<file path="src/rtl/int_controller.sv">
// int_controller: prioritized, vectored interrupt controller with per-source
// edge/level sensing, maskable pending bits and sticky overflow flags.
module int_controller #(
  parameter int N_SRC = 4,
  parameter logic [31:0] VEC_BASE = 32'h0000_0100,
  parameter int VEC_STRIDE = 16,
  parameter logic [N_SRC-1:0] LEVEL_MASK = '0,
  localparam int IW = N_SRC > 1 ? $clog2(N_SRC) : 1
) (
  input  logic             clk,
  input  logic             rst,
  input  logic [N_SRC-1:0] irq_src,
  input  logic             mask_wr,
  input  logic [N_SRC-1:0] mask_wdata,
  input  logic             ovf_clr,
  input  logic             int_ack,
  input  logic             rfe,
  output logic             int_req,
  output logic [IW-1:0]    int_id,
  output logic [31:0]      vec_addr,
  output logic             in_service,
  output logic [N_SRC-1:0] mask_q,
  output logic [N_SRC-1:0] pend_q,
  output logic [N_SRC-1:0] ovf_q
);
  typedef enum logic [1:0] {IDLE, REQ, SERVICE} state_t;
  state_t state;
  logic [N_SRC-1:0] sync1, sync2, prev, elig, edges, clr;
  logic [2:0] armed;
  logic [IW-1:0] win;
  logic take;
  function automatic logic [31:0] vec(input logic [IW-1:0] id);
    return VEC_BASE + 32'(id) * 32'(VEC_STRIDE);
  endfunction
  // Edges stay suppressed until prev holds a real post-reset sample, so a
  // line held high through reset never looks like a fresh rising edge.
  assign edges = sync2 & ~prev & ~LEVEL_MASK & {N_SRC{armed[2]}};
  assign elig = pend_q & mask_q;
  assign take = state == REQ && int_ack && |elig;
  assign clr = take ? N_SRC'(1) << win : '0;
  always_comb begin
    win = '0;
    for (int i = N_SRC - 1; i >= 0; i--) if (elig[i]) win = IW'(i);
  end
  always_ff @(posedge clk or negedge rst)
    if (!rst) begin
      sync1 <= '0;
      sync2 <= '0;
      prev <= '0;
      armed <= '0;
      mask_q <= '1;
      pend_q <= '0;
      ovf_q <= '0;
    end else begin
      sync1 <= irq_src;
      sync2 <= sync1;
      prev <= sync2;
      armed <= {armed[1:0], 1'b1};
      if (mask_wr) mask_q <= mask_wdata;
      pend_q <= (LEVEL_MASK & sync2) | (~LEVEL_MASK & ((pend_q & ~clr) | edges));
      ovf_q <= (ovf_clr ? '0 : ovf_q) | (edges & pend_q & ~clr);
    end
  always_ff @(posedge clk or negedge rst)
    if (!rst) begin
      state <= IDLE;
      int_req <= 1'b0;
      in_service <= 1'b0;
      int_id <= '0;
      vec_addr <= VEC_BASE;
    end else
      case (state)
        IDLE:
          if (|elig) begin
            state <= REQ;
            int_req <= 1'b1;
            int_id <= win;
            vec_addr <= vec(win);
          end
        REQ:
          if (!(|elig)) begin
            state <= IDLE;
            int_req <= 1'b0;
          end else begin
            int_id <= win;
            vec_addr <= vec(win);
            if (int_ack) begin
              state <= SERVICE;
              int_req <= 1'b0;
              in_service <= 1'b1;
            end
          end
        SERVICE:
          if (rfe) begin
            state <= IDLE;
            in_service <= 1'b0;
          end
        default: state <= IDLE;
      endcase
endmodule

</file>
<file path="config.mk">
export PLATFORM = sky130hd
export DESIGN_NAME = int_controller
export DESIGN_NICKNAME = d
export VERILOG_FILES = /design/src/rtl/int_controller.sv
export SDC_FILE = /design/constraint.sdc
export NUM_CORES = 1
export LEC_CHECK = 0
export ABC_AREA = 1
export CAP_MARGIN = 20
export CELL_PAD_IN_SITES_DETAIL_PLACEMENT = 1
export CELL_PAD_IN_SITES_GLOBAL_PLACEMENT = 2
export CORE_MARGIN = 2
export CORE_UTILIZATION = 26
export CTS_CLUSTER_DIAMETER = 100
export DETAILED_ROUTE_END_ITERATION = 6
export PLACE_DENSITY = 0.91
export SKIP_CTS_REPAIR_TIMING = 1
export SLEW_MARGIN = 25
export SYNTH_ARGS = -nofsm -noshare
export SYNTH_HDL_FRONTEND = slang
export SYNTH_SLANG_ARGS = --single-unit
</file>
<file path="constraint.sdc">
create_clock -name clk -period 3.64 [get_ports clk]
set_clock_uncertainty 0.15 [all_clocks]
set_input_delay 0.728 -clock clk [delete_from_list [all_inputs] [get_ports clk]]
set_output_delay 0.728 -clock clk [all_outputs]
set_load 0.05 [all_outputs]
</file>
==> flow_summary.toml <==
[finish]
area_growth_pct = 25.4
mostFrequentLayoutCells = "nand2_1 (36), conb_1 (31), clkdlybuf4s50_1 (31)"
fillerInstances = 638
final_nets = 199
diodes = 0
final_common_cell = "nand2_1"
final_layout_size_suffix_gt1_frac = 0.140

[detailed_routing]
drt_iter0_drc = 23
wl_per_cell_um = 10.4
drc_errors = 0
drt_wl_total_mm = 2.69
via_per_inst = 3.75
first_pass_iters = 3
vias = 968
ant_nets = 0

[placed_design]
io_buffers = 31
dp_hpwl_mm = 2.14
routabilityCongestion = 0.759

[power]
clkPwrFrac = 0.205
power_density_mw_per_mm2 = 776
p_int_w = 0.000805
seqPwrFrac = 0.350
p_leak_nw = 0.926
ir_drop_v = 0.000331
comb_power_share = 0.445
swShare = 0.445
switchingPower_w = 0.000644

[setup_path]
slowest_stage = "clkdlybuf4s50_1"
cpLargestDelayFamily = "buffers and inverters"
path_class = "reg -> out"
crit_fanout = 4
crit_path_end_kind = "primary output"
worstPathArrival_ns = 1.64
crit_chain = "clkdlybuf4s50_1"
required_ns = 2.76
crit_path_max_incr_delay_ns = 0.80
critPathBufInv = 1
startpoint_type = "flip-flop"

[grt]
grt_pass1_vias = 919
overflow = 0
grt_first_pass_wirelength_mm = 4.35
grtUsageTotal = 0.0940
grt_max_degree = 34
antenna_found_initial = 0

[timing]
period_minus_slack_ns = 2.52
whs_ns = 0.202
rsz0062_at_grt = "false"
fin_crit_sh = 0.692
report.final.slew_viol_count = 0
max_freq_mhz = 397
tns_ns = 0
relSlewSlack = 0.652
worstMarginPinSlew_ns = 0.521
finalSetupViolCount = 0
finalHoldViolations = 0

[cts]
clk_pin_slew_ns = 0.06
htreeDepth = 2
root_buffer = "clkbuf_8"
clk_latency_ns = 0.28
clk_path_buf_depth = 2
tritoncts = "built"
clock-sinks = 33
cts_buffers = 5

[yosys]
synth_cells = 149
yosys_warnings = 0
synth-seq-cells = 33
synthDistinctLibCells = 19
syn_area_mm2 = 0.00149
synth-seq-area-share = 0.558
avgSynthCellArea_um2 = 9.99

[flow_run]
drv_cap = 0

[status]
status = "finished, final reports clean"

[die]
num_io_pins = 62
die_area_mm2 = 0.00635
core_mm2 = 0.00551
die_h_um = 79.7
die_x_um = 79.7
fp-row-count = 27
start_util = 0.270

[hold_path]
hold_path.class = "reg -> reg"
cell usage after synthesis:
library cell | number | area share
dfrtp_1 | 29 | 0.49
nor2_1 | 7 | 0.018
o21ai_0 | 3 | 0.010
nand3b_1 | 4 | 0.020
nand3_1 | 1 | 0.0034
inv_1 | 14 | 0.035
dfstp_2 | 4 | 0.071
mux2_2 | 4 | 0.030
buf_4 | 32 | 0.16
nand2_4 | 1 | 0.0076
nand2_2 | 3 | 0.013
nand3_2 | 1 | 0.0067
o31ai_1 | 1 | 0.0050
nor2_2 | 2 | 0.0084
conb_1 | 2 | 0.0050
nand2_1 | 36 | 0.091
nor2_4 | 2 | 0.015
a21oi_1 | 2 | 0.0067
o221ai_1 | 1 | 0.0059
cell families after synthesis:
kind of cell / count (synthesis) / share of synthesized area
flops: 33 / 0.558
other cells: 2 / 0.00504
simple gates: 57 / 0.182
compound gates: 7 / 0.0277
buf+inv: 46 / 0.197
mux: 4 / 0.0302
worst register-to-register path, cell delays in order, from the launching register on:
cell and delay (ns):
dfstp_2 0.55, nand2_1 0.10, nand2_2 0.12, nor2_4 0.06, nor2_4 0.14, nand3_2 0.09, nand2_1 0.07, nand2_1 0.06
stage by stage:
stage | area (um^2) | cells | setup slack (ns) | total power, W | util
after global routing | 1870 | 258 | 1.08 | 0.00154 | 0.339
final | 1870 | 258 | 1.12 | 0.00145 | 0.339
after floorplan | 1600 | 178 | 1.86 | 0.00101 | -
after detailed placement | 1770 | 250 | 1.42 | 0.00117 | 0.321
after CTS | 1870 | 258 | 1.10 | 0.00148 | 0.339
after global placement | 1770 | 250 | 1.43 | 0.00116 | 0.321
registers in the layout, summed over array words and instances (netlist names):
register    flops
int_req         1
sync1           4
in_service      1
mask_q          4
ovf_q           4
int_id          2
armed           3
sync2           4
state           2
pend_q          4
prev            4
power by group through the flow:
stage	Combinational [W]	Sequential, W	Clock (W)
floorplan	0.000316	0.000690	0
global placement	0.000647	0.000511	0
detailed placement	0.000653	0.000517	0
CTS	0.000655	0.000510	0.000313
global route	0.000692	0.000521	0.000327
finish	0.000646	0.000507	0.000297
area by class of cell:
type | instances | area, um^2 | share of cell area
flip-flops and latches | 33 | 831 | 0.445
inverters | 14 | 52.6 | 0.0282
clock buffers | 7 | 96.3 | 0.0516
multi-input cells | 99 | 474 | 0.254
well taps | 72 | 90.1 | 0.0483
repair buffers | 32 | 318 | 0.170
clock inverters | 1 | 5.00 | 0.00268
worst paths after layout:
check / slack, ns / from / depth (start not counted) / to
min reg2reg: 0.20 / armed[1] / 0 / armed[2]
min: 0.20 / armed[1] / 0 / armed[2]
max reg2reg: 2.19 / mask_q[2] / 7 / ovf_q[0]
max in group asynchronous: 2.31 / rst / 2 / mask_q[1]
max: 1.12 / mask_q[0] / 1 / mask_q[0]
min in group asynchronous: 0.71 / rst / 2 / int_id[1]
per-layer routing:
metal	wire, um	GRT usage	up-vias
met1	1090	0.105	455
li1	-	-	463
met3	314	0.0475	5
met5	0	0	-
met4	57	0.0517	0
met2	1220	0.145	45
(Power assumes the default switching activity.)
